File: src/rtl/cmlk_timing_monitor.sv
// cmlk_timing_monitor: receive-side checker for the CMOS trigger, laser and
// gate pulse trains. Measures per-frame periods, widths, laser-to-gate delay
// and laser pulse count in the clk domain; one result set per CMOS frame.
// Optional build macro: CMLK_TIMING_MON_GLITCH_FILTER_EN (3-sample glitch
// filter on each synchronized pin, with a saturating glitch counter).
module cmlk_timing_monitor #(
  parameter int unsigned TIMEOUT_CYC = 100000000,
  parameter int unsigned SYNC_STAGES = 2
) (
  input  logic        clk,
  input  logic        rst,
  input  logic        enable,
  input  logic        clear_err,
  input  logic        cmos_trig_in,
  input  logic        laser_in,
  input  logic        gate_in,
  output logic        meas_valid,
  output logic [31:0] cmos_period,
  output logic [31:0] cmos_width,
  output logic [31:0] laser_period,
  output logic [31:0] laser_width,
  output logic [15:0] laser_count,
  output logic [31:0] gate_delay,
  output logic [31:0] gate_width,
  output logic        timeout_err,
  output logic [15:0] glitch_cnt
);

  localparam logic [0:0] ST_IDLE    = 1'b0;
  localparam logic [0:0] ST_MEASURE = 1'b1;

  // Pin index within the packed 3-bit pin vectors
  localparam int unsigned P_CMOS  = 0;
  localparam int unsigned P_LASER = 1;
  localparam int unsigned P_GATE  = 2;

  localparam logic [31:0] SAT32 = 32'hFFFF_FFFF;
  localparam logic [15:0] SAT16 = 16'hFFFF;

  function automatic logic [31:0] sat_inc32(input logic [31:0] v);
    return (v == SAT32) ? v : v + 32'd1;
  endfunction

  logic [2:0]  r_sync [SYNC_STAGES];
  logic [2:0]  w_raw;
  logic [2:0]  w_lvl;
  logic [2:0]  r_prev;
  logic [2:0]  w_rise;
  logic [2:0]  w_fall;

  logic [0:0]  r_state;
  logic [0:0]  w_state_nxt;
  logic        w_frame_edge;
  logic        w_publish;
  logic        w_timeout;

  logic [31:0] r_cmos_cnt;
  logic [31:0] r_wcnt [3];
  logic [31:0] r_wid  [3];
  logic [31:0] r_las_pcnt;
  logic [15:0] r_las_cnt;
  logic [31:0] r_las_per;
  logic [31:0] r_gate_dly;

  // Synchronizer chain, all three pins share identical depth
  always_ff @(posedge clk or posedge rst) begin
    if (rst) begin
      for (int i = 0; i < SYNC_STAGES; i++) r_sync[i] <= 3'b000;
    end else begin
      r_sync[0] <= {gate_in, laser_in, cmos_trig_in};
      for (int i = 1; i < SYNC_STAGES; i++) r_sync[i] <= r_sync[i-1];
    end
  end

  assign w_raw = r_sync[SYNC_STAGES-1];

`ifdef CMLK_TIMING_MON_GLITCH_FILTER_EN
  logic [2:0]  r_filt;
  logic [1:0]  r_run [3];
  logic [2:0]  w_glitch;
  logic [16:0] w_glitch_sum;

  // Filtered level flips on the third consecutive differing sample
  always_comb begin
    w_lvl    = r_filt;
    w_glitch = 3'b000;
    for (int p = 0; p < 3; p++) begin
      if (w_raw[p] != r_filt[p]) begin
        if (r_run[p] == 2'd2) w_lvl[p] = w_raw[p];
      end else if (r_run[p] != 2'd0) begin
        w_glitch[p] = 1'b1;
      end
    end
    w_glitch_sum = 17'(glitch_cnt) + 17'(w_glitch[0]) + 17'(w_glitch[1])
                 + 17'(w_glitch[2]);
  end

  // Filter state and saturating glitch counter
  always_ff @(posedge clk or posedge rst) begin
    if (rst) begin
      r_filt     <= 3'b000;
      glitch_cnt <= 16'd0;
      for (int p = 0; p < 3; p++) r_run[p] <= 2'd0;
    end else begin
      r_filt <= w_lvl;
      for (int p = 0; p < 3; p++) begin
        if (w_raw[p] != r_filt[p] && r_run[p] != 2'd2) r_run[p] <= r_run[p] + 2'd1;
        else                                            r_run[p] <= 2'd0;
      end
      if (clear_err)           glitch_cnt <= 16'd0;
      else if (w_glitch_sum[16]) glitch_cnt <= SAT16;
      else                     glitch_cnt <= w_glitch_sum[15:0];
    end
  end
`else
  assign w_lvl      = w_raw;
  assign glitch_cnt = 16'd0;
`endif

  // Edge-detect register
  always_ff @(posedge clk or posedge rst) begin
    if (rst) r_prev <= 3'b000;
    else     r_prev <= w_lvl;
  end

  assign w_rise = w_lvl & ~r_prev;
  assign w_fall = ~w_lvl & r_prev;

  // State register
  always_ff @(posedge clk or posedge rst) begin
    if (rst) r_state <= ST_IDLE;
    else     r_state <= w_state_nxt;
  end

  // Next state: frame edges, publish strobe, timeout and abort
  always_comb begin
    w_state_nxt  = r_state;
    w_frame_edge = 1'b0;
    w_publish    = 1'b0;
    w_timeout    = 1'b0;
    case (r_state)
      ST_IDLE: begin
        if (enable && w_rise[P_CMOS]) begin
          w_state_nxt  = ST_MEASURE;
          w_frame_edge = 1'b1;
        end
      end
      ST_MEASURE: begin
        if (!enable) begin
          w_state_nxt = ST_IDLE;
        end else if (w_rise[P_CMOS]) begin
          w_frame_edge = 1'b1;
          w_publish    = 1'b1;
        end else if (r_cmos_cnt >= 32'(TIMEOUT_CYC)) begin
          w_timeout   = 1'b1;
          w_state_nxt = ST_IDLE;
        end
      end
      default: w_state_nxt = ST_IDLE;
    endcase
  end

  // Width counters run on pin level; a width is committed on the falling edge
  always_ff @(posedge clk or posedge rst) begin
    if (rst) begin
      for (int p = 0; p < 3; p++) begin
        r_wcnt[p] <= 32'd0;
        r_wid[p]  <= 32'd0;
      end
    end else begin
      for (int p = 0; p < 3; p++) begin
        if (w_rise[p])     r_wcnt[p] <= 32'd1;
        else if (w_lvl[p]) r_wcnt[p] <= sat_inc32(r_wcnt[p]);
        if (w_fall[p])     r_wid[p]  <= r_wcnt[p];
      end
    end
  end

  // Frame counters; the edge cycle counts as 1 and coincident laser rises
  // belong to the new frame
  always_ff @(posedge clk or posedge rst) begin
    if (rst) begin
      r_cmos_cnt <= 32'd0;
      r_las_pcnt <= 32'd0;
      r_las_cnt  <= 16'd0;
      r_las_per  <= 32'd0;
      r_gate_dly <= 32'd0;
    end else begin
      r_cmos_cnt <= w_frame_edge ? 32'd1 : sat_inc32(r_cmos_cnt);
      r_las_pcnt <= w_rise[P_LASER] ? 32'd1 : sat_inc32(r_las_pcnt);
      if (w_frame_edge) begin
        r_las_cnt  <= w_rise[P_LASER] ? 16'd1 : 16'd0;
        r_las_per  <= 32'd0;
        r_gate_dly <= (w_rise[P_GATE] && w_rise[P_LASER]) ? 32'd0 : SAT32;
      end else begin
        if (w_rise[P_LASER] && r_las_cnt != SAT16) r_las_cnt <= r_las_cnt + 16'd1;
        if (w_rise[P_LASER] && r_las_cnt != 16'd0) r_las_per <= r_las_pcnt;
        if (w_rise[P_GATE]) begin
          if (w_rise[P_LASER])        r_gate_dly <= 32'd0;
          else if (r_las_cnt != 16'd0) r_gate_dly <= r_las_pcnt;
        end
      end
    end
  end

  // Result registers, strobe and sticky timeout flag
  always_ff @(posedge clk or posedge rst) begin
    if (rst) begin
      meas_valid   <= 1'b0;
      cmos_period  <= 32'd0;
      cmos_width   <= 32'd0;
      laser_period <= 32'd0;
      laser_width  <= 32'd0;
      laser_count  <= 16'd0;
      gate_delay   <= 32'd0;
      gate_width   <= 32'd0;
      timeout_err  <= 1'b0;
    end else begin
      meas_valid <= w_publish;
      if (w_publish) begin
        cmos_period  <= r_cmos_cnt;
        cmos_width   <= r_wid[P_CMOS];
        laser_period <= r_las_per;
        laser_width  <= r_wid[P_LASER];
        laser_count  <= r_las_cnt;
        gate_delay   <= r_gate_dly;
        gate_width   <= r_wid[P_GATE];
      end
      if (w_timeout)      timeout_err <= 1'b1;
      else if (clear_err) timeout_err <= 1'b0;
    end
  end

endmodule

File: config.mk
export PLATFORM = sky130hd
export DESIGN_NAME = cmlk_timing_monitor
export DESIGN_NICKNAME = d
export VERILOG_FILES = /design/src/rtl/cmlk_timing_monitor.sv
export SDC_FILE = /design/constraint.sdc
export NUM_CORES = 1
export LEC_CHECK = 0
export CAP_MARGIN = 15
export CORE_ASPECT_RATIO = 1.4
export CORE_MARGIN = 2
export CORE_UTILIZATION = 40
export CTS_CLUSTER_DIAMETER = 30
export DETAILED_ROUTE_END_ITERATION = 8
export PLACE_DENSITY = 0.59
export RECOVER_POWER = 100
export SYNTH_ARGS = -nofsm -noshare
export SYNTH_HDL_FRONTEND = slang
export SYNTH_SLANG_ARGS = --single-unit
File: constraint.sdc
create_clock -name clk -period 48.9 [get_ports clk]
set_input_delay 7.335 -clock clk [delete_from_list [all_inputs] [get_ports clk]]
set_output_delay 7.335 -clock clk [all_outputs]
set_load 0.05 [all_outputs]
==> flow_summary.ini, run 1 <==
[critical_path]
rr_worst_depth = 7
crit_family = buffers and inverters
crit_buf_inv = 4
critPathMaxStageDelay_ps = 6640
arrival_ps = 21140
path_depth = 4
slowest_stage = clkbuf_1
crit_chain = dlygate4sd3_1 > clkinvlp_2 > clkbuf_1 > clkbuf_1
required_ps = 48630
setup.worst_path.start_class = primary input
end_kind = async pin
critPathKind = primary input to async pin
cp_common_cell = clkbuf_1
worstPathMaxFanout = 184

[clocking]
clockRootBuffer = clkbuf_16
clock_latency_ps = 640
cts_tree = yes
holdBufCountCts = 0
cts_buffers = 103
max-clock-path-buffers = 3
post-cts-setup-buffers = 0
cts_resized = 0
htreeDepth = 3
clkSinkCount = 556
clk_pin_slew_ps = 60

[synthesis]
syn_inst = 2543
ys.flop_type = dfrtp_1
ys_ff_latch = 556
yosysSeqAreaShare_pct = 57.1
netlist_area_um2 = 24400
ys_types = 69
synth-edff-count = 0
synthArstFlopShare_pct = 100
yosysWarnings = 0
synth.avg_cell_area_um2 = 9.59

[timing]
min_period_ps = 21410
fmax_mhz = 46.7
slew_viol_final = 1198
max_slew_margin_pct = -529
setup_tns_ps = 0
hold_viol_final = 0
setup-violations-final = 0
finalCritPeriodShare_pct = 43.8
worst_pin_slew_ps = 9430
grt_setup_unrepaired = false
finalClockSkew_ps = 28.0

[placed_design]
post-place-cells = 3448
placed_area_um2 = 27100
port_buffers = 216
hpwl_um = 39200
place_congestion = 0.838

[floorplanning]
dieArea_um2 = 63000
initial_core_util_pct = 40.3
io_pins = 233
core.rowCount = 107
fp.dieH_um = 296
core_area_um2 = 60500
die_x_um = 213

[final_layout]
final_util_pct = 50.4
final_common_cell = nand2_1
areaGrowthSynthToFinish_pct = 25.2
num_antenna_cells = 0
drive_above_1_share_pct = 10.7
fin_area_um2 = 30500
final_cell_mix = nand2_1, dfrtp_1, dlygate4sd3_1
nets = 2754
final_cells = 3641

[global_route]
grt_pass1_vias = 19300
met3_usage_pct = 3.61
top_usage_layer = met2
grt_use_total_pct = 19.8
overflow = 0
grt_pass1_wl_um = 101000
grt.met1_usage_pct = 25.0
grt_max_degree = 185
grt.met2_usage_pct = 33.0
grt_antenna_before_repair = 0

[drt]
drc = 0
first_iter_violations = 991
first_pass_iters = 5
viasPerCell = 5.30
vias = 19300
drtAntennaViolNets = 0
totalWireLength_um = 61600
wire_per_inst_um = 16.9

[hold_path]
holdCritPathClass = register to register
whs_path_depth = 0

[run_status]
violations = max-capacitance violations, max-slew violations
status = complete, but fails checks

[power]
leakage_uw = 0.0146
ir_worst_vdd_uv = 35.7
powerDensity_nw_per_um2 = 48.2

[job]
drv_cap = 15
-- metrics by stage --
step	power [uW]	hold WS (ps)	setup slack (ps)
3_5_place_dp	779	336	38310
5_1_grt	1530	370	24460
3_3_place_gp	775	335	38420
2_1_floorplan	692	331	26020
6_report	1470	352	27490
4_1_cts	1500	349	39000
-- state kept, by name (all words and copies together), names as in the netlist, 3 cells and up --
| name | flops |
|---|---|
| r_wcnt | 96 |
| r_wid | 96 |
| cmos_period | 32 |
| cmos_width | 32 |
| gate_delay | 32 |
| gate_width | 32 |
| laser_period | 32 |
| laser_width | 32 |
| r_cmos_cnt | 32 |
| r_gate_dly | 32 |
| r_las_pcnt | 32 |
| r_las_per | 32 |
| laser_count | 16 |
| r_las_cnt | 16 |
| r_prev | 3 |
| r_sync | 3 |
| w_lvl | 3 |
-- where the power goes --
| group | internal (uW) | total (uW) | switching, uW |
|---|---|---|---|
| registers | 504 | 539 | 34.8 |
| logic | 58.5 | 220 | 161 |
| clock network | 469 | 714 | 245 |
| total | 1030 | 1470 | 441 |
-- synthesized netlist by cell type, types with 3 or more instances --
cell	instances	area, um2
nand2_1	871	3270
dfrtp_1	556	13900
a21oi_1	118	591
clkbuf_1	110	413
mux2_2	95	1070
nand3_1	71	355
o21ai_0	67	335
nor2_1	60	225
or3_1	57	357
or4_1	53	398
nand4_1	52	325
o31ai_1	41	308
a31oi_1	40	250
inv_1	26	97.6
and4_1	25	219
nor3_1	22	110
nor4_1	21	131
and3_1	20	125
buf_1	20	75.1
buf_4	18	135
o211ai_1	18	135
xnor2_1	18	158
nand2b_1	16	100
o311ai_0	14	123
xor2_1	14	123
buf_2	12	60.1
a21oi_2	8	70.1
and2_1	8	50.1
ha_1	8	100
mux2i_1	7	70.1
nor2b_1	7	43.8
a211oi_1	6	45.0
a31o_2	6	52.6
o41ai_1	4	35.0
nand4b_1	3	26.3
nor4_2	3	37.5
nor4b_1	3	26.3
o2111ai_1	3	26.3
o21a_1	3	22.5
-- path summary, 6_finish.rpt --
kind | startpoint | to | slack (ps)
setup / recovery | rst | r_wcnt[4] | 27490
hold / removal | r_sync[5] | w_lvl[2] | 350
setup reg to reg | w_lvl[0] | gate_width[12] | 39110
hold reg to reg | r_sync[5] | w_lvl[2] | 350
max in group clk | enable | gate_width[6] | 33870
min in group asynchronous | rst | laser_width[3] | 8730
-- layout make-up --
type,instances,area (um2)
flip-flops and latches,556,13900
clock inverters,61,703
well taps,817,1020
multi-input cells,1812,9650
fillers,5623,30000
repair buffers,239,2270
inverters,27,104
clock buffers,129,2850
-- worst reg2reg max path, delay by kind of cell, from the launching register on --
kind	cells	cell delay, ps
buffers and inverters	3	7080
DFF	1	620
and+or+nand+nor	4	2030
-- per-layer routing --
metal | up-vias | wire length [um]
li1 | 9191 | -
met1 | 9578 | 26700
met2 | 434 | 30300
met3 | 109 | 2620
met4 | 0 | 2020
met5 | - | 0
-- logic make-up after synthesis --
group	count (synthesis)	share of synthesized area [%]
other	1	0.0154
xor gates and xnor gates	32	1.15
buffers and inverters	190	3.33
AOI/OAI and AO/OA	352	9.21
muxes	102	4.67
and+or+nand+nor	1302	24.1
DFF	556	57.1
adders and majority gates	8	0.411
No activity file was read; power rests on OpenSTA's default activity.
==> run 2: changes to the inputs <==
Settings changed: PLACE_DENSITY 0.59 to 0.61.
Clock period 48.9 ns to 17.81 ns, I/O delays scaled along.
==> flow_summary.ini, run 2 (same netlist as run 1, synthesis figures left out) <==
[run_status]
status = complete, but fails checks
violations = max-capacitance violations, max-slew violations

[clocking]
clk_pin_slew_ps = 50
cts_buffers = 102
clkSinkCount = 556
holdBufCountCts = 0
cts_tree = yes
clockRootBuffer = clkbuf_16
max-clock-path-buffers = 3
cts_resized = 0
clock_latency_ps = 640
htreeDepth = 3
post-cts-setup-buffers = 0

[timing]
worst_pin_slew_ps = 4210
setup-violations-final = 0
min_period_ps = 10410
fmax_mhz = 96.1
finalCritPeriodShare_pct = 58.4
slew_viol_final = 851
grt_setup_unrepaired = false
setup_tns_ps = 0
max_slew_margin_pct = -181
setup_ws_ps = 7400
hold_viol_final = 0
finalClockSkew_ps = 27.4

[global_route]
overflow = 0
grt_pass1_vias = 19400
grt_antenna_before_repair = 0
grt_pass1_wl_um = 103000
grt_use_total_pct = 20.1
grt_max_degree = 177

[power]
p_total_uw = 4080
ir_worst_vdd_uv = 101
powerDensity_nw_per_um2 = 133
leakage_uw = 0.0146

[final_layout]
nets = 2755
final_common_cell = nand2_1
areaGrowthSynthToFinish_pct = 25.7
largestRegisters = r_wcnt: 96 flops, r_wid: 96 flops
fillers = 5553
num_antenna_cells = 0
final_cell_mix = nand2_1, dfrtp_1, dlygate4sd3_1
drive_above_1_share_pct = 10.9

[critical_path]
critPathKind = primary input to register
arrival_ps = 10920
worstPathMaxFanout = 118
end_kind = register
r2r_slack_ps = 7910
rr_worst_depth = 7
setup.worst_path.start_class = primary input
required_ps = 18320

[drt]
viasPerCell = 5.31
drc = 0
totalWireLength_um = 62400
first_pass_iters = 5
wire_per_inst_um = 17.1
vias = 19300
first_iter_violations = 1327
drtAntennaViolNets = 0

[placed_design]
place_congestion = 0.844
port_buffers = 216
dp_slack_ps = 11820
hpwl_um = 40300

[floorplanning]
fp.dieH_um = 296
core.rowCount = 107
core_area_um2 = 60500
initial_core_util_pct = 40.3
die_x_um = 213
dieArea_um2 = 63000
io_pins = 233

[hold_path]
holdCritPathClass = register to register
whs_path_depth = 0

[job]
drv_cap = 13
-- run 2: changes by cell type in the layout (fill, tap and decap cells not counted), moves of 2 or more --
cell and delta:
nor2b_1 -2, clkinvlp_4 +9, clkinv_2 -5, clkbuf_8 +4, clkinv_4 -2, clkbuf_16 -2, clkinv_16 +2, clkinv_8 -2
clkbuf_1 -7
-- run 2: worst max-delay path: stages --
cell           delay (ps)
dlygate4sd3_1         590
nand3_1              1110
clkinvlp_2           3770
clkbuf_1             2110
nand2_1               460
nand2_1               110
-- run 2: cell type report --
cell class	count	area, um2	area share, %
Multi-Input combinational cell	1812	9650	31.5
Clock buffer	125	2830	9.25
Sequential cell	556	13900	45.4
Tap cell	817	1020	3.34
Clock inverter	63	787	2.57
Timing Repair Buffer	241	2330	7.59
Inverter	27	106	0.347
-- run 2: final timing paths --
kind,from,endpoint
setup / recovery,enable,gate_delay[31]
hold / removal,r_sync[4],w_lvl[1]
setup reg to reg,w_lvl[0],gate_delay[31]
hold reg to reg,r_sync[4],w_lvl[1]
max in group asynchronous,rst,r_wcnt[72]
min in group asynchronous,rst,gate_width[25]
-- run 2: metal layers --
layer	global-route usage (%)	vias to the layer above	wire length, um
li1	-	9198	-
met1	25.5	9605	26800
met2	34.0	438	31200
met3	3.84	99	2990
met4	7.23	0	1430
met5	0	-	0
-- run 2: report_power, final --
group | total, uW | switching, uW | internal (uW)
logic | 603 | 440 | 163
clock network | 1990 | 690 | 1300
registers | 1480 | 98.9 | 1380
total | 4080 | 1230 | 2850
-- run 2: metrics by stage --
stage	instance area [um2]	util (%)	instances	hold slack, ps
2_1_floorplan	24400	-	2558	331
3_3_place_gp	27100	44.9	3451	335
3_5_place_dp	27100	44.9	3451	335
4_1_cts	30800	50.8	3639	346
5_1_grt	30600	50.6	3641	370
6_report	30600	50.6	3641	346
